File: config.mk
export PLATFORM = sky130hd
export DESIGN_NAME = i2s_rx
export DESIGN_NICKNAME = d
export VERILOG_FILES = /design/src/rtl/i2s_rx_pkg.sv /design/src/rtl/i2s_rx_sync_edge.sv /design/src/rtl/i2s_rx.sv
export SDC_FILE = /design/constraint.sdc
export NUM_CORES = 1
export LEC_CHECK = 0
export BUFFER_PORTS_ARGS = -buffer_cell sky130_fd_sc_hd__clkbuf_2
export CAP_MARGIN = 20
export CORE_UTILIZATION = 45
export DETAILED_ROUTE_END_ITERATION = 8
export SYNTH_ARGS = -nofsm -noshare
export SYNTH_HDL_FRONTEND = slang
export SYNTH_SLANG_ARGS = --single-unit
File: constraint.sdc
create_clock -name clk -period 7.2 [get_ports clk]
set_input_delay 0.36 -clock clk [delete_from_list [all_inputs] [get_ports clk]]
set_output_delay 0.36 -clock clk [all_outputs]
set_load 0.02 [all_outputs]
File: src/rtl/i2s_rx_pkg.sv
// Shared constants for the I2S receive path: channel codes, synchroniser depth
// and the frame-alignment state encodings (also used by the transmit side).
package i2s_rx_pkg;

    localparam logic CH_LEFT  = 1'b0;
    localparam logic CH_RIGHT = 1'b1;

    localparam int SYNC_STAGES = 2;

    localparam logic [1:0] ST_UNSYNC = 2'd0;
    localparam logic [1:0] ST_WAIT_L = 2'd1;
    localparam logic [1:0] ST_HAVE_L = 2'd2;

endpackage

File: src/rtl/i2s_rx_sync_edge.sv
// Synchroniser for an asynchronous clock-like input followed by one extra
// flop, so a rising edge can be detected cleanly in the clk domain.
module sync_edge
    import i2s_rx_pkg::*;
(
    input  logic clk,
    input  logic reset_n,
    input  logic din,
    output logic rise
);

    logic [SYNC_STAGES:0] sync_sh;

    // Shift the raw input through the synchroniser plus the edge-detect flop
    always_ff @(posedge clk or negedge reset_n) begin
        if (!reset_n) begin
            sync_sh <= '0;
        end else begin
            sync_sh <= {sync_sh[SYNC_STAGES-1:0], din};
        end
    end

    assign rise = sync_sh[SYNC_STAGES-1] & ~sync_sh[SYNC_STAGES];

endmodule

File: src/rtl/i2s_rx.sv
// Philips I2S slave receiver. SCLK/LRCLK/SDATA are oversampled in the clk
// domain; each LRCLK change marks the LSB slot of the current word (1-bit
// I2S delay). Left and right words are paired and presented together with a
// one-cycle strobe once the receiver has aligned to a frame boundary.
module i2s_rx
    import i2s_rx_pkg::*;
#(
    parameter int WIDTH          = 16,
    parameter int TIMEOUT_CYCLES = 4096
) (
    input  logic             clk,
    input  logic             reset_n,
    input  logic             i2s_sclk,
    input  logic             i2s_lrclk,
    input  logic             i2s_sdata,
    output logic [WIDTH-1:0] left_chan,
    output logic [WIDTH-1:0] right_chan,
    output logic             sample_stb,
    output logic             locked,
    output logic             short_err
);

    localparam int CNT_W = $clog2(WIDTH + 1);
    localparam int TO_W  = $clog2(TIMEOUT_CYCLES + 1);
    localparam logic [CNT_W-1:0] CNT_FULL = CNT_W'(WIDTH);
    localparam logic [TO_W-1:0]  TO_MAX   = TO_W'(TIMEOUT_CYCLES);

    // Left-justify a word that may have arrived with fewer than WIDTH bits
    function automatic logic [WIDTH-1:0] msb_align(input logic [WIDTH-1:0] w,
                                                   input logic [CNT_W-1:0] n);
        msb_align = w << (WIDTH - int'(n));
    endfunction

    logic                   sclk_rise;
    logic [SYNC_STAGES-1:0] lr_sync;
    logic [SYNC_STAGES-1:0] sd_sync;
    logic                   lr_s2;
    logic                   sd_s2;

    logic [WIDTH-1:0] shreg;
    logic [CNT_W-1:0] bitcnt;
    logic             chan;
    logic [1:0]       state;
    logic [TO_W-1:0]  to_cnt;
    logic [WIDTH-1:0] left_hold;

    logic [WIDTH-1:0] shreg_nxt;
    logic [CNT_W-1:0] cnt_nxt;
    logic [WIDTH-1:0] word;
    logic             short_word;
    logic             word_end;
    logic             timeout;

    sync_edge u_sclk_sync (
        .clk     (clk),
        .reset_n (reset_n),
        .din     (i2s_sclk),
        .rise    (sclk_rise)
    );

    // Word select and data follow the same depth as SCLK so they line up with the edge
    always_ff @(posedge clk or negedge reset_n) begin
        if (!reset_n) begin
            lr_sync <= '0;
            sd_sync <= '0;
        end else begin
            lr_sync <= {lr_sync[SYNC_STAGES-2:0], i2s_lrclk};
            sd_sync <= {sd_sync[SYNC_STAGES-2:0], i2s_sdata};
        end
    end

    assign lr_s2 = lr_sync[SYNC_STAGES-1];
    assign sd_s2 = sd_sync[SYNC_STAGES-1];

    // Next shift state including the bit on this edge; surplus bits are dropped
    always_comb begin
        shreg_nxt = shreg;
        cnt_nxt   = bitcnt;
        if (bitcnt < CNT_FULL) begin
            shreg_nxt = {shreg[WIDTH-2:0], sd_s2};
            cnt_nxt   = bitcnt + 1'b1;
        end
        word       = msb_align(shreg_nxt, cnt_nxt);
        short_word = (cnt_nxt < CNT_FULL);
        word_end   = sclk_rise && (lr_s2 != chan);
        timeout    = (to_cnt == TO_MAX);
    end

    // Deserialiser, frame alignment, SCLK watchdog and output registers
    always_ff @(posedge clk or negedge reset_n) begin
        if (!reset_n) begin
            shreg      <= '0;
            bitcnt     <= '0;
            chan       <= CH_LEFT;
            state      <= ST_UNSYNC;
            to_cnt     <= '0;
            left_hold  <= '0;
            left_chan  <= '0;
            right_chan <= '0;
            sample_stb <= 1'b0;
            locked     <= 1'b0;
            short_err  <= 1'b0;
        end else begin
            sample_stb <= 1'b0;
            short_err  <= 1'b0;

            if (sclk_rise) begin
                to_cnt <= '0;
            end else if (!timeout) begin
                to_cnt <= to_cnt + 1'b1;
            end

            // A stalled bit clock overrides any word completing in the same cycle
            if (timeout) begin
                locked <= 1'b0;
                state  <= ST_UNSYNC;
                shreg  <= '0;
                bitcnt <= '0;
            end else if (sclk_rise) begin
                if (word_end) begin
                    shreg  <= '0;
                    bitcnt <= '0;
                    chan   <= lr_s2;
                    if (state != ST_UNSYNC) begin
                        short_err <= short_word;
                    end
                    case (state)
                        ST_UNSYNC: state <= ST_WAIT_L;
                        ST_WAIT_L: begin
                            if (chan == CH_LEFT) begin
                                left_hold <= word;
                                state     <= ST_HAVE_L;
                            end
                        end
                        ST_HAVE_L: begin
                            if (chan == CH_RIGHT) begin
                                left_chan  <= left_hold;
                                right_chan <= word;
                                sample_stb <= 1'b1;
                                locked     <= 1'b1;
                                state      <= ST_WAIT_L;
                            end else begin
                                left_hold <= word;
                            end
                        end
                        default: state <= ST_UNSYNC;
                    endcase
                end else begin
                    shreg  <= shreg_nxt;
                    bitcnt <= cnt_nxt;
                end
            end
        end
    end

endmodule

Word level (Yosys, flattened, before mapping)
Index checks and enable logic that the tools add are counted.

word-level totals
  flip-flop bits (word level) = 95
  input bits = 5
  output and inout port bits = 35
  logic and storage cells = 74

cells by class
  $add $sub $neg = 3
  $lt $le $gt $ge = 2
  eq/ne operators = 7
  shifts and indexed selects = 1
  muxes and demuxes = 30
  bitwise gates (word level) = 4
  reduce and logical (&&, ||, !) cells = 13

operator list
  operator                                                               number
  16-bit two-way mux                                                     4
  16-bit by 32-bit left shift with 16-bit output                         1
  13-bit two-way mux                                                     2
  5-bit two-way mux                                                      4
  1-bit two-way mux                                                      14
  13-bit by 1-bit adder with 13-bit output, second input constant        1
  13-bit equality test, second input constant                            1
  5-bit < comparator, second input constant                              2
  2-bit two-way mux                                                      5
  5-bit AND reduction                                                    2
  2-bit nonzero test                                                     5
  4-bit AND reduction                                                    2
  3-bit inequality test, second input constant                           2
  2-bit one-hot mux with 3 select lines                                  1
  5-bit by 5-bit subtractor with 6-bit output, first input constant      1
  5-bit by 1-bit adder with 5-bit output, second input constant          1
  1-bit NOT                                                              3
  3-bit AND reduction                                                    1
  2-bit by 1-bit equality test with 1-bit output, second input constant  1
  2-bit equality test, second input constant                             1
  2-bit logical NOT                                                      1
  2-bit inequality test, second input constant                           1
  2-bit OR reduction                                                     1
  1-bit bitwise AND                                                      1
  2 further kinds                                                        2

Logic depth before layout (Yosys ltp)
Gate-level depths: netlist of the first run.

  depth after elaboration = 7
  depth in mapped cells = 12
  mapped depth without buffers = 9

Hierarchy
Synthesis of the first run repeated with hierarchy kept, for this count alone.

second synthesis, totals
  cell total of the unflattened synthesis = 461
  area, all modules = 4848.4 sq um

modules (own cells, without submodules)
  module     instances  cells each  area an instance (sq um)  seq. area each (sq um)
  i2s_rx     1          457         4759.6                    2302.2
  sync_edge  1          4           88.8                      75.1

Least setup slack after synthesis of the first run
Ideal clock, no wire load.

  path type = register to register
  start = reg bitcnt[4]
  end = reg left_hold[11]
  setup time = 0.074 ns
  arrival = 2.592 ns
  required time = 7.126 ns
  slack = 4.534 ns
  stages on the path, launching flop included = 11
  buffers on the path = 3
  period minus slack after synthesis = 2.666 ns
  path through = dfrtp_1 -> buf_6 -> buf_8 -> buf_12 -> mux2i_1 -> ha_1 -> xnor2_4 -> xnor2_2 -> mux4_2 -> mux2_4 -> o21ai_2

between the ends
  cells in the longest elaborated chain, start to end = 4
  elaborated cells on any way between the ends = 6
  classes of those cells = add/sub (2); order compare (1); shift (1); mux (2)

ends and longest elaborated chain
  what                                                                                 RTL line                    source
  from (decl)                                                                          i2s_rx.sv:41                logic [CNT_W-1:0] bitcnt;
  from (signal assigned)                                                               i2s_rx.sv:150               bitcnt <= cnt_nxt;
  5-bit by 1-bit adder with 5-bit output / 5-bit < comparator (equally long branches)  i2s_rx.sv:81, i2s_rx.sv:79
  5-bit two-way mux                                                                    i2s_rx.sv:79                if (bitcnt < CNT_FULL) begin
  5-bit by 5-bit subtractor with 6-bit output                                          i2s_rx.sv:31                msb_align = w << (WIDTH - int'(n));
  16-bit by 32-bit left shift with 16-bit output *                                     i2s_rx.sv:31
  to (signal assigned)                                                                 i2s_rx.sv:131               left_hold <= word;
  to (signal assigned)                                                                 i2s_rx.sv:143               left_hold <= word;
  to (decl)                                                                            i2s_rx.sv:45                logic [WIDTH-1:0] left_hold;

Every way passes the cells marked *; elsewhere a longest branch is shown, timed or not.
A chain may end at the register's enable or synchronous reset.

Worst setup path in the final report of the first run
  start = reg bitcnt[0]
  end = reg left_hold[11]

The elaborated chain is that of the path after synthesis.

==> results.yml, run 1 <==
min_path:
  holdPathStages: 1
  hold_class: "in2reg"
floorplanning:
  num_io_pins: 40
  die_h_um: 108.2
  num_rows: 38
  design.die.area_sq_mm: 0.01170
  fp.dieW_um: 108.2
  core_area_sq_mm: 0.01089
  initial_core_util_pct: 46.59
timing:
  skew_ns: 0.007926
  hold_viol_final: 0
  setup_viol: 0
  tightest_slew_ns: 1.023
  post-route-period-util_pct: 52.91
  fin_crit_ns: 3.809
  maxSlewViolCount: 0
  fmax_mhz: 262.5
  tns_ns: 0
  slew-limit-headroom_pct: 31.81
  rsz0062_at_grt: "false"
placed_design:
  place_inst: 623
  dp_hpwl_um: 7275
  gp_congestion: 0.8527
  io_buffers: 39
route:
  post_drt_wl_per_cell_um: 16.10
  antenna_left: 0
  wl_met1_um: 5230
  route.detailed.drc: 0
  drtIter0Drc: 155
  met2_length_um: 4619
  first_pass_iters: 4
  routed.top_layer: "met4"
  vias: 3439
  drt-total-wl_um: 10330
  dr_wl_met3_um: 316
  viasPerCell: 5.357
setup_path:
  cp_common_cell: "ha_1"
  worst-path-stages: 8
  critPathKind: "reg2reg"
  cpPeakStageDelay_ns: 1.03
  end_kind: "register"
  critical_path.top_delay_family: "multiplexers"
  reg2reg_depth: 8
  cp_data_arrival_time_ns: 4.12
  crit_path_max_fanout: 25
  crit_buf_inv: 0
  crit_slowest_cell: "dfrtp_1"
  cp-start-kind: "register"
  path_cells: "ha_1, mux2i_1, ha_1, xnor2_4, xnor2_2, mux4_2, mux2_4, o21ai_2"
  cp_data_required_time_ns: 7.51
clocking:
  insertion_delay_ns: 0.37
  clkTransAtPathRegs_ns: 0.09
  cts-root-buf: "clkbuf_8"
  cts_made_buffers: 9
  clock_sinks: 95
  htreeDepth: 3
  cts_tree: "built"
  ctsLongestPathBuffers: 2
layout:
  drive_gt1_share_pct: 24.70
  diodes: 0
  area_delta_synth_final_pct: 8.411
  fin_cells: 642
  finalNetCount: 510
  postLayoutCoreUtil_pct: 50.51
synthesis:
  synth-main-ff-cell: "dfrtp_1"
  ys_types: 65
  synth_edf_count: 0
  netlist_instances: 468
  ys_ff_latch: 95
  synthArstFlopShare_pct: 100.0
  netlist_area_sq_mm: 0.005072
  synth.avg_cell_area_sq_um: 10.84
  yosys_warnings: 0
  ys_seq_area_share_pct: 46.87
  syn_nets: 481
power:
  peakVddDrop_mv: 0.1223
  leakagePower_nw: 2.594
  power_density_mw_per_mm2: 274.7
global_route:
  grt_pass1_wl_um: 17500
  grt_remaining_overflow: 0
  grt_antenna_before_repair: 0
  grt_max_degree: 55
  grt_pass1_vias: 3287
  track_usage_pct: 19.58
status:
  run_status: "completed"
run:
  max-cap-violations: 0
## flip-flops by register name (all words and copies together), names as in the netlist
register	cells
left_chan	16
left_hold	16
right_chan	16
shreg	16
to_cnt	13
bitcnt	5
u_sclk_sync.sync_sh	3
lr_sync	2
sd_sync	2
state	2
chan	1
locked	1
sample_stb	1
short_err	1
## synth_stat cells (all sizes together), types with 2 or more instances
master  count  share of area, %
mux4        7               3.1
a22o       18               3.1
nand3      11               1.1
dfrtp      95                47
nand2      94               7.0
o41ai       2              0.64
mux2i      20               3.9
o31ai      14               3.0
nor3b       2              0.39
nor2b       6              0.89
xnor2       8               2.0
a21oi       9               1.2
inv         7              0.52
a22oi       2              0.39
nor4        3              0.49
a31oi       5              0.74
nand2b      5              0.62
ha          8               2.0
nor3        8              0.89
nor2       36               2.8
and3        7              0.86
buf        16               2.9
o21ai      20               2.1
a211oi      2              0.39
xor2       11               2.0
nand3b      2              0.30
clkbuf     13               1.4
mux2       24               5.5
## cell usage in the layout (no fill, tap or decap), drive strengths merged, types with 3 or more instances in the layout
cell type  Yosys  routed
a21oi          9       9
a22o          18      18
a31oi          5       5
and3           7       7
buf           16       8
clkbuf        13      50
dfrtp         95      95
ha             8       8
inv            7       7
mux2          24      24
mux2i         20      20
mux4           7       7
nand2         94      94
nand2b         5       5
nand3         11      11
nor2          36      36
nor2b          6       6
nor3           8       8
nor4           3       3
o21ai         20      20
o31ai         14      14
xnor2          8       8
xor2          11      11
## per-stage QoR
step / worst slack [ns] / hold slack, ns / area, sq um / power (mW)
2_1_floorplan: 4.534 / 0.06441 / 5072 / 1.061
3_5_place_dp: 3.375 / 0.3347 / 5265 / 1.155
6_report: 3.391 / 0.08906 / 5499 / 1.511
3_3_place_gp: 3.540 / 0.3340 / 5265 / 1.142
4_1_cts: 3.371 / 0.05961 / 5484 / 1.529
5_1_grt: 3.141 / 0.05581 / 5499 / 1.614
## layer usage
metal / up-vias / GRT usage, %
li1: 1687 / -
met1: 1687 / 28.49
met2: 54 / 28.39
met3: 11 / 4.159
met4: 0 / 7.534
met5: - / 0
## cell families (layout without fill, tap and decap cells)
group	Yosys count	in the layout	share of synthesized area, %
AND/OR/NAND/NOR	179	179	16.67
flip-flops	95	95	46.87
AO/OA/AOI/OAI	79	79	12.98
multiplexers	51	51	12.53
buffers and inverters	37	71	4.884
XOR/XNOR	19	19	4.095
adder cells (fa/ha/maj)	8	8	1.973
## power breakdown
part | internal (mW) | leakage (nW) | switching [mW]
Clock | 0.180 | 0.0988 | 0.185
Combinational | 0.187 | 1.21 | 0.288
Sequential | 0.603 | 1.28 | 0.0680
## cell type report
type / count / area [sq um]
multi-input combinational: 336 / 2447
inverter: 8 / 30.03
timing repair buffer: 47 / 260.3
sequential: 95 / 2377
tap: 140 / 175.2
clock buffer: 12 / 155.1
clock inverter: 4 / 53.80
fill: 1016 / 5389
## worst paths after layout
check                                                    to  slack [ns]                        startpoint
min                                    sd_sync[0]$_DFF_PN0_        0.09                         i2s_sdata
max in group asynchronous          left_chan[5]$_DFFE_PN0P_        5.62                           reset_n
max                               left_hold[11]$_DFFE_PN0P_        3.39             bitcnt[0]$_DFFE_PN0N_
min reg2reg                u_sclk_sync.sync_sh[1]$_DFF_PN0_        0.35  u_sclk_sync.sync_sh[0]$_DFF_PN0_
min in group asynchronous              state[1]$_DFFE_PN0P_        0.50                           reset_n
max reg2reg                       left_hold[11]$_DFFE_PN0P_        3.39             bitcnt[0]$_DFFE_PN0N_
## repair_timing
action	CTS	global route
buffers inserted	0	0
resized for setup	0	0
hold endpoints to repair	41	0
hold buffers	1	0
(Power assumes the default switching activity.)
==> run 2, diff against run 1 <==
- PLACE_DENSITY: unset -> 0.65
- clock period: 7.2 -> 3.3 ns (I/O delays scaled with it)
==> run 2 against run 1 <==
Net effect: sequential share of layout area shrank 0.68 points; cell count rose by 1.2%; utilization grew 0.80 points.
==> results.yml, run 2 (same netlist as run 1, synthesis figures left out) <==
layout:
  final_common_cell: "dfrtp_1"
  area_delta_synth_final_pct: 10.14
  seqCellArea_sq_mm: 0.002377
  finalNetCount: 518
  diodes: 0
  multi_input_area_sq_mm: 0.002459
  final_cell_mix: "dfrtp_1, nand2_1, clkbuf_2, nor2_1"
  drive_gt1_share_pct: 25.29
  nFillCells: 971
global_route:
  globalRouteMet1Util_pct: 25.92
  grt_max_degree: 64
  grt_pass1_wl_um: 17140
  grt_pass1_vias: 3449
  top_usage_layer: "met2"
  grt_remaining_overflow: 0
  grt_antenna_before_repair: 0
  track_usage_pct: 18.82
  met2_usage_pct: 29.53
  met3_usage_pct: 3.556
floorplanning:
  design.die.area_sq_mm: 0.01170
  num_io_pins: 40
  initial_core_util_pct: 46.59
  core_area_sq_mm: 0.01089
  num_rows: 38
  die_h_um: 108.2
  fp.dieW_um: 108.2
setup_path:
  critPathKind: "reg2reg"
  cp_data_arrival_time_ns: 3.28
  end_kind: "register"
  crit_path_max_fanout: 14
  cp_data_required_time_ns: 3.59
  cp-start-kind: "register"
run:
  max-cap-violations: 0
clocking:
  clock_sinks: 95
  post-cts-setup-buffers: 0
  htreeDepth: 3
  insertion_delay_ns: 0.36
  cts-root-buf: "clkbuf_8"
  ctsLongestPathBuffers: 2
  cts_tree: "built"
  clkTransAtPathRegs_ns: 0.10
  cts_made_buffers: 9
timing:
  skew_ns: 0.01153
  hold_viol_final: 0
  whs_ns: 0.3488
  maxSlewViolCount: 0
  setup_viol: 0
  rsz0062_at_grt: "false"
  tightest_slew_ns: 1.038
  fin_crit_ns: 2.989
  fmax_mhz: 334.6
  post-route-period-util_pct: 90.57
  fin_ws_ns: 0.3112
  tns_ns: 0
  slew-limit-headroom_pct: 30.54
min_path:
  hold_class: "reg2reg"
route:
  post_drt_wl_per_cell_um: 15.46
  vias: 3510
  route.detailed.drc: 0
  antenna_left: 0
  drtIter0Drc: 153
  drt-total-wl_um: 10050
  viasPerCell: 5.400
  first_pass_iters: 5
placed_design:
  gp_congestion: 0.8630
  io_buffers: 39
  place_ws_ns: 0.1283
  dp_hpwl_um: 7011
status:
  run_status: "completed"
power:
  leakagePower_nw: 2.641
  peakVddDrop_mv: 0.2823
  power_density_mw_per_mm2: 605.0
run 2: cell count changes in the layout (fill, tap and decap cells not counted), moves of 2 or more:
cell | previous run | this run
dlygate4sd3_1 | 1 | 4
buf_4 | 8 | 13
inv_6 | 0 | 2
clkbuf_8 | 11 | 9
run 2: worst paths after layout:
check                                       from                   endpoint  slack (ns)  cells after the start
min in group asynchronous                reset_n      to_cnt[5]$_DFFE_PN0P_        0.42                      2
max reg2reg                bitcnt[1]$_DFFE_PN0N_  left_hold[11]$_DFFE_PN0P_        0.31                      8
max in group asynchronous                reset_n  right_chan[7]$_DFFE_PN0P_        2.14                      3
max                        bitcnt[1]$_DFFE_PN0N_  left_hold[11]$_DFFE_PN0P_        0.31                      8
min reg2reg                 lr_sync[0]$_DFF_PN0_       lr_sync[1]$_DFF_PN0_        0.35                      0
min                         lr_sync[0]$_DFF_PN0_       lr_sync[1]$_DFF_PN0_        0.35                      0
run 2: worst max-delay path, cell delays in order (launching register included):
cell     delay (ns)
dfrtp_1        0.47
ha_1           0.35
mux2i_1        0.20
ha_1           0.36
xnor2_4        0.14
xnor2_4        0.43
mux4_2         0.56
mux2_4         0.29
o21ai_2        0.12
run 2: routing by layer:
layer | part of all wire (%) | up-vias | wire [um]
met5 | 0 | - | 0
met1 | 49 | 1711 | 4915
met4 | 1.4 | 0 | 140
li1 | - | 1708 | -
met2 | 46 | 79 | 4604
met3 | 3.8 | 12 | 386
run 2: power breakdown:
| part | switching, mW | internal, mW | leakage (nW) |
|---|---|---|---|
| clock | 0.423 | 0.432 | 0.107 |
| combinational | 0.653 | 0.428 | 1.25 |
| sequential | 0.130 | 1.31 | 1.28 |
| total | 1.21 | 2.17 | 2.64 |
run 2: repair_timing:
item / in CTS / in global routing
hold buffers: 4 / 0
setup endpoints to repair: 0 / 9
resized for setup: 0 / 1
endpoints found under the hold margin: 64 / 0
run 2: final cells by class:
cell class,count,area share (%)
Multi-Input combinational cell,336,44.01
Sequential cell,95,42.55
Timing Repair Buffer,55,5.868
Tap cell,140,3.135
Clock buffer,10,2.284
Clock inverter,6,1.613
Inverter,8,0.5375
run 2: stage by stage:
stage / area, sq um / power (mW) / instances / util (%)
2_1_floorplan: 5072 / 2.314 / 468 / -
3_3_place_gp: 5318 / 2.502 / 630 / 48.84
3_5_place_dp: 5318 / 2.531 / 630 / 48.84
4_1_cts: 5575 / 3.393 / 650 / 51.21
5_1_grt: 5587 / 3.585 / 650 / 51.31
6_report: 5587 / 3.380 / 650 / 51.31
